[config.mk]
export PLATFORM = sky130hd
export DESIGN_NAME = bus_arbiter
export DESIGN_NICKNAME = d
export VERILOG_FILES = /design/src/rtl/bus_arbiter.sv
export SDC_FILE = /design/constraint.sdc
export NUM_CORES = 1
export LEC_CHECK = 0
export ABC_AREA = 1
export CORE_AREA = 2 2 121 123
export CTS_BUF_LIST = sky130_fd_sc_hd__clkbuf_4
export DETAILED_ROUTE_END_ITERATION = 10
export DIE_AREA = 0 0 123 125
export SLEW_MARGIN = 15
export SYNTH_ARGS = -nofsm -noshare
export SYNTH_HDL_FRONTEND = slang
export SYNTH_SLANG_ARGS = --single-unit
[constraint.sdc]
create_clock -name clk -period 3.1 [get_ports clk]
set_input_delay 0.62 -clock clk [delete_from_list [all_inputs] [get_ports clk]]
set_output_delay 0.62 -clock clk [all_outputs]
set_load 0.01 [all_outputs]
[src/rtl/bus_arbiter.sv]
// Two-master system-bus arbiter with stall timeout abort.
// Define BUS_ARB_RR_EN for round-robin arbitration; otherwise master 0 has fixed priority.
module bus_arbiter #(
  parameter int unsigned TIMEOUT_CYC = 255
) (
  input  logic        clk,
  input  logic        rst,
  input  logic [31:0] m0_addr,
  input  logic [31:0] m0_wdata,
  input  logic [3:0]  m0_wmask,
  input  logic        m0_valid,
  input  logic        m0_wen,
  output logic [31:0] m0_rdata,
  output logic        m0_ready,
  input  logic [31:0] m1_addr,
  input  logic [31:0] m1_wdata,
  input  logic [3:0]  m1_wmask,
  input  logic        m1_valid,
  input  logic        m1_wen,
  output logic [31:0] m1_rdata,
  output logic        m1_ready,
  output logic [31:0] bus_addr,
  output logic [31:0] bus_wdata,
  output logic [3:0]  bus_wmask,
  output logic        bus_valid,
  output logic        bus_wen,
  input  logic [31:0] bus_rdata,
  input  logic        bus_ready,
  output logic [1:0]  gnt,
  output logic        timeout_err
);

  typedef enum logic [1:0] {
    IDLE   = 2'b00,
    GRANT0 = 2'b01,
    GRANT1 = 2'b10
  } state_t;

  localparam logic [15:0] TO_CNT     = 16'(TIMEOUT_CYC);
  localparam logic [31:0] ABORT_DATA = 32'hDEAD_BEEF;

  state_t      r_state;
  state_t      w_state_nxt;
  logic [1:0]  r_gnt;
  logic [1:0]  w_gnt_nxt;
  logic [15:0] r_stall;
  logic [15:0] w_stall_nxt;
  logic        w_prefer1;
  logic        w_granted;
  logic        w_timeout;
  logic        w_done;
  logic [31:0] w_sel_addr;
  logic [31:0] w_sel_wdata;
  logic [3:0]  w_sel_wmask;
  logic        w_sel_valid;
  logic        w_sel_wen;

  // Contention resolver: prefer1 breaks a tie in favour of master 1.
  function automatic state_t f_pick(input logic v0, input logic v1, input logic prefer1);
    state_t s;
    if (v0 && v1) begin
      s = prefer1 ? GRANT1 : GRANT0;
    end else if (v0) begin
      s = GRANT0;
    end else if (v1) begin
      s = GRANT1;
    end else begin
      s = IDLE;
    end
    return s;
  endfunction

  // Request fields of the currently granted master (all zero when idle).
  always_comb begin
    w_sel_addr  = 32'd0;
    w_sel_wdata = 32'd0;
    w_sel_wmask = 4'd0;
    w_sel_valid = 1'b0;
    w_sel_wen   = 1'b0;
    case (r_state)
      GRANT0: begin
        w_sel_addr  = m0_addr;
        w_sel_wdata = m0_wdata;
        w_sel_wmask = m0_wmask;
        w_sel_valid = m0_valid;
        w_sel_wen   = m0_wen;
      end
      GRANT1: begin
        w_sel_addr  = m1_addr;
        w_sel_wdata = m1_wdata;
        w_sel_wmask = m1_wmask;
        w_sel_valid = m1_valid;
        w_sel_wen   = m1_wen;
      end
      default: begin
        w_sel_addr  = 32'd0;
        w_sel_wdata = 32'd0;
        w_sel_wmask = 4'd0;
        w_sel_valid = 1'b0;
        w_sel_wen   = 1'b0;
      end
    endcase
  end

  assign w_granted = (r_state != IDLE);
  // Reset cycle suppresses the abort so an interrupted transfer sees no pulse.
  assign w_timeout = w_granted && w_sel_valid && (r_stall == TO_CNT) && !rst;
  assign w_done    = w_timeout || (w_granted && w_sel_valid && bus_ready);

`ifdef BUS_ARB_RR_EN
  logic r_last;

  // Tie-break: idle favours the master not served last; at completion the other master.
  always_comb begin
    w_prefer1 = 1'b0;
    case (r_state)
      IDLE:    w_prefer1 = ~r_last;
      GRANT0:  w_prefer1 = 1'b1;
      GRANT1:  w_prefer1 = 1'b0;
      default: w_prefer1 = 1'b0;
    endcase
  end

  // Last-served pointer follows every new grant.
  always_ff @(posedge clk) begin
    if (rst) begin
      r_last <= 1'b1;
    end else if (w_state_nxt == GRANT0) begin
      r_last <= 1'b0;
    end else if (w_state_nxt == GRANT1) begin
      r_last <= 1'b1;
    end else begin
      r_last <= r_last;
    end
  end
`else
  assign w_prefer1 = 1'b0;
`endif

  // Next-state: stalled grants are held; completion or abort re-arbitrates.
  always_comb begin
    w_state_nxt = r_state;
    case (r_state)
      IDLE: w_state_nxt = f_pick(m0_valid, m1_valid, w_prefer1);
      GRANT0, GRANT1: begin
        if (w_done) begin
          w_state_nxt = f_pick(m0_valid, m1_valid, w_prefer1);
        end else if (!w_sel_valid) begin
          w_state_nxt = IDLE;
        end else begin
          w_state_nxt = r_state;
        end
      end
      default: w_state_nxt = IDLE;
    endcase
  end

  // Grant vector and saturating stall counter for the next cycle.
  always_comb begin
    w_gnt_nxt   = 2'b00;
    w_stall_nxt = 16'd0;
    case (w_state_nxt)
      GRANT0:  w_gnt_nxt = 2'b01;
      GRANT1:  w_gnt_nxt = 2'b10;
      default: w_gnt_nxt = 2'b00;
    endcase
    if (!w_granted || w_done || (w_state_nxt != r_state)) begin
      w_stall_nxt = 16'd0;
    end else if (w_sel_valid && !bus_ready && (r_stall != 16'hFFFF)) begin
      w_stall_nxt = r_stall + 16'd1;
    end else begin
      w_stall_nxt = r_stall;
    end
  end

  // State, grant and stall counter registers.
  always_ff @(posedge clk) begin
    if (rst) begin
      r_state <= IDLE;
      r_gnt   <= 2'b00;
      r_stall <= 16'd0;
    end else begin
      r_state <= w_state_nxt;
      r_gnt   <= w_gnt_nxt;
      r_stall <= w_stall_nxt;
    end
  end

  // Bus forwarding and master responses; an abort answers locally with ABORT_DATA.
  always_comb begin
    bus_addr    = w_sel_addr;
    bus_wdata   = w_sel_wdata;
    bus_wmask   = w_sel_wmask;
    bus_valid   = w_sel_valid && !w_timeout;
    bus_wen     = w_sel_wen && w_sel_valid && !w_timeout;
    timeout_err = w_timeout;
    m0_ready    = 1'b0;
    m0_rdata    = 32'd0;
    m1_ready    = 1'b0;
    m1_rdata    = 32'd0;
    if (r_state == GRANT0) begin
      m0_ready = !rst && (w_timeout || bus_ready);
      m0_rdata = w_timeout ? ABORT_DATA : bus_rdata;
    end else if (r_state == GRANT1) begin
      m1_ready = !rst && (w_timeout || bus_ready);
      m1_rdata = w_timeout ? ABORT_DATA : bus_rdata;
    end else begin
      m0_ready = 1'b0;
      m1_ready = 1'b0;
    end
  end

  assign gnt = r_gnt;

endmodule

## Yosys cells after proc, flatten, opt, wreduce, memory -nomap -nowiden

Index checks and enable logic that the tools add are counted.

| word-level totals | value |
|---|---|
| register bits | 20 |
| logic and storage cells | 53 |
| input bits | 175 |

| operators by class | value |
|---|---|
| mux-type cells | 19 |
| equality and inequality tests | 7 |
| reduce and logical (&&, ||, !) cells | 23 |
| add/sub/neg operators | 1 |

Operator list:

| operator | number |
|---|---|
| two-way mux 32 bit | 4 |
| case mux 32 bit (2 select lines) | 2 |
| adder 16 x 1 -> 16 bit (second input constant) | 1 |
| == test 16 x 8 -> 1 bit (second input constant) | 1 |
| != test 16 bit (second input constant) | 1 |
| logical AND 1 bit | 11 |
| two-way mux 2 bit | 5 |
| case mux 2 bit (2 select lines) | 2 |
| case mux 4 bit (2 select lines) | 1 |
| == test 2 x 1 -> 1 bit (second input constant) | 2 |
| == test 2 bit (second input constant) | 2 |
| zero test 1 bit | 4 |
| logical OR 1 bit | 4 |
| case mux 1 bit (2 select lines) | 2 |
| OR reduction 2 bit | 2 |
| two-way mux 1 bit | 3 |
| zero test 2 bit | 1 |
| != test 2 bit | 1 |
| nonzero test 2 bit | 1 |

## Longest topological paths before layout

| logic depth | value |
|---|---|
| depth after elaboration | 11 |
| mapped depth | 17 |
| mapped depth without buffers | 16 |

## Worst setup path after synthesis

No wires, ideal clock.

| timing | value |
|---|---|
| kind | flip-flop to output port |
| from | reg r_state[0] |
| to | out m0_rdata[0] |
| arrival time | 1.819 ns |
| required time | 2.480 ns |
| setup slack | 0.661 ns |
| cell stages (with the launch flop) | 12 |
| buffers on the path | 3 |
| cell sequence | dfxtp_1 inv_1 ha_1 buf_4 nand2_1 nand2_2 nand3_2 nor2_1 nand2_2 clkbuf_1 buf_1 a21oi_1 |

| between the ends | value |
|---|---|
| cells in the longest elaborated chain, start to end | 7 |

RTL lines:

| item | line | text |
|---|---|---|
| start: declaration | 42 | `state_t r_state;` |
| start signal: assignment | 183 | `r_state <= w_state_nxt;` |
| == test 2 bit / == test 2 x 1 -> 1 bit (equally long branches) | 80, 201 |  |
| case mux 1 bit (2 select lines) | 80 | `case (r_state)` |
| logical AND 1 bit (3 in series) | 107 | `assign w_timeout = w_granted && w_sel_valid && (r_stall == TO_CNT) && !rst;` |
| two-way mux 32 bit | 203 | `m0_rdata = w_timeout ? ABORT_DATA : bus_rdata;` |
| two-way mux 32 bit (*) | 201 | `if (r_state == GRANT0) begin` |
| end: declaration | 13 | `output logic [31:0] m0_rdata,` |

Every way passes the cells marked *; elsewhere a longest branch is shown, timed or not.

## Worst setup path after layout

| timing | value |
|---|---|
| from | in m0_valid |
| to | out m0_rdata[9] |

| between the ends | value |
|---|---|
| cells in the longest elaborated chain, start to end | 6 |

RTL lines:

| item | line | text |
|---|---|---|
| start: declaration | 11 | `input logic m0_valid,` |
| case mux 1 bit (2 select lines) | 80 |  |
| logical AND 1 bit (3 in series) | 107 |  |
| two-way mux 32 bit | 203 |  |
| two-way mux 32 bit | 201 |  |

Every way passes these cells.

==> impl_metrics.toml <==
[synth]
synth.area.mux_share_pct = 0
synth_top_area_cell = "nand2_1"
synth_fp_nets = 714
ys_types = 25
synth_most_common_cell = "nand2_1"
synth_cells = 534
synth_top_family_by_area = "simple AND/OR/NAND/NOR gates"
synth_compound_area_share_pct = 23.1
ys_ff_latch = 20
synth_xor_area_share_pct = 4.18
synth_seq_area_share_pct = 14.7
synth_top_area_share_pct = 26.5
synth_common_cells = "nand2_1 (192), a21oi_1 (117), inv_1 (58), nor2_1 (43), clkbuf_1 (29)"
async_flop_share_pct = 0
synthAdderAreaFrac_pct = 2.30
synth_simple_gate_area_share_pct = 41.6
synth_area_leaders = "nand2_1 (26%), a21oi_1 (22%), dfxtp_1 (15%), inv_1 (8.0%), nor2_1 (5.9%)"
synth-edff-count = 0
netlist_area_mm2 = 0.00272
ys_warn_count = 0
synth_flop_cell = "dfxtp_1"
avgSynthCellArea_um2 = 5.10

[routing]
detail_route.iter0.violations = 173
routed_wl_um = 17500
routed-via-count = 4394
drc = 0
dr.pass1.iters = 4
ant_nets = 0
drt-vias-per-instance = 4.30
wl_per_cell_um = 17.1

[pwr]
seqPwrFrac_pct = 24.7
ir_worst_vdd_mv = 0.127
power.leakage_nw = 3.03
power.switching_uw = 337
powerDensity_mw_per_mm2 = 167
p_sw_share_pct = 31.6
combPwrFrac_pct = 54.3
p_int_uw = 729
pwr-share-clk_pct = 21.0

[sta]
tightestPinTransition_ns = 0.421
final_max_slew_viol_count = 0
fmax_mhz = 335
hold_ws_ns = 0.551
maxSlewHeadroom_pct = 71.7
setup_viol = 0
final.period_utilization_pct = 96.3
min_period_ns = 2.98
hold_violations = 0
rsz0062_at_grt = "false"
skew_ns = 0.00635

[clock_network]
numCtsBuffers = 3
cts_hold_buffers = 0
clk_pin_slew_worst_paths_ns = 0.12
htree_levels = 1
cts-root-buf = "clkbuf_4"
cts.sinks = 20
clk_latency_ns = 0.32
clock_path_buffers = 2
cts_tree = "built"

[worst_setup_path]
worstSetupPathType = "in -> out"
endpoint_kind = "output pin"
r2r_slack_ns = 0.66
crit_path_max_fanout = 25
required_ns = 2.48
r2r-end = "r_stall[2]"
cp-start-kind = "input pin"
crit-reg2reg-launch = "r_state[1]"
reg2regPathDepth = 16
cp.arrival_ns = 2.36

[hold_path]
hold_path_depth = 4
hold_end = "r_stall[1]"
min_path_type = "reg -> reg"
hp-start = "r_stall[1]"

[floorplanning]
die_y_um = 125
ios = 314
die-area_mm2 = 0.0154
chipWidth_um = 123
start_util_pct = 19.2
core_mm2 = 0.0142
fp-row-count = 44

[global_routing]
grt_pass1_wl_um = 24800
track_usage_pct = 21.3
grt_overflow = 0
antenna_found_initial = 1
grt_pass1_vias = 4144
grt_max_degree = 71

[placement]
dpl.hpwl_um = 14100
io_buffers = 313
gp_congestion = 0.850

[final_layout]
utilization_pct = 44.8
area_delta_synth_final_pct = 134
drive_gt1_share_pct = 7.04
finish.net_count = 1019

[run]
maxCapViolations = 0

[outcome]
run_status = "complete, no violations"
## metrics by stage
stage | cell area [µm²] | cells | setup WS [ns] | power [mW] | setup TNS [ns]
global route | 6370 | 1023 | 0.00293 | 1.13 | 0
detailed placement | 6140 | 1013 | -0.110 | 0.846 | -0.767
finish | 6370 | 1023 | 0.115 | 1.07 | 0
global placement | 6140 | 1013 | -0.106 | 0.848 | -0.379
CTS | 6180 | 1018 | 0.00646 | 1.07 | 0
floorplan | 2720 | 534 | 0.661 | 0.453 | 0
## routing by layer
| layer | routed length [µm] | global-route usage, % |
|---|---|---|
| met5 | 0 | 0 |
| met4 | 206 | 3.54 |
| met3 | 924 | 3.38 |
| met2 | 9720 | 42.2 |
| met1 | 6600 | 23.5 |
## placed cells by master (no fill, tap or decap), drive strengths merged
master           n
bufinv           1
nand4            2
inv             61
nor3             7
diode            1
dlygate4sd2     21
nor2            55
nor4             4
dfxtp           20
ha               5
buf             21
xnor2            5
xor2             8
clkdlybuf4s50  253
nand2          198
dlymetal6s2s    39
clkbuf           5
a211oi           1
nand3            9
clkinv           1
o21ai            4
a21oi          118
## state kept, by name (all words and copies together) (netlist names)
| name | flops |
|---|---|
| r_stall | 16 |
| gnt | 2 |
| r_state | 2 |
## how the worst max path moves through the flow
stage / from / to / slack, ns / depth (start not counted)
2_1_floorplan: r_state[0] / m0_rdata[0] / 0.66 / 11
3_3_place_gp: rst / m0_rdata[7] / -0.11 / 8
3_5_place_dp: rst / m0_rdata[7] / -0.11 / 8
4_1_cts: m0_valid / m1_rdata[19] / 0.006 / 9
5_1_grt: r_state[0] / m1_rdata[24] / 0.003 / 7
6_report: m0_valid / m0_rdata[9] / 0.12 / 10
## power by group through the flow
| stage | sequential, mW | combinational (mW) | clock, mW |
|---|---|---|---|
| after floorplan | 0.268 | 0.185 | 0 |
| after global placement | 0.268 | 0.580 | 0 |
| after detailed placement | 0.268 | 0.578 | 0 |
| after CTS | 0.263 | 0.576 | 0.226 |
| after global routing | 0.264 | 0.625 | 0.243 |
| final | 0.264 | 0.579 | 0.224 |
## logic make-up (layout without fill, tap and decap cells)
logic type / count (synthesis) / after routing
buffers and inverters: 98 / 402
adder cells (fa/ha/maj): 5 / 5
XOR/XNOR: 13 / 13
flip-flops: 20 / 20
AND/OR/NAND/NOR: 275 / 275
AO/OA/AOI/OAI: 123 / 123
other: 0 / 1
## critical path, cell delays in order
cell and delay [ns]:
clkdlybuf4s50_1 0.49, nand2_2 0.05, nand2_2 0.08, nand3_2 0.07, nor2_1 0.12, nand2_2 0.12, buf_4 0.16, buf_12 0.15
a21oi_1 0.17, dlygate4sd2_1 0.32
## repair_timing
action                     CTS  global route
pin swaps                    1             0
gates resized for setup     24            43
gates cloned                 0             2
setup endpoints to repair   77            77
setup buffers                1             2
## area by class of cell
class	count	area (µm²)
well taps	184	230
diodes	1	2.50
clock buffers	3	22.5
repair buffers	336	3470
flip-flops and latches	20	403
multi-input cells	416	1970
inverters	62	233
fillers	1537	7830
clock inverters	1	30.0
Note: power is estimated with default switching activity, not from simulation.
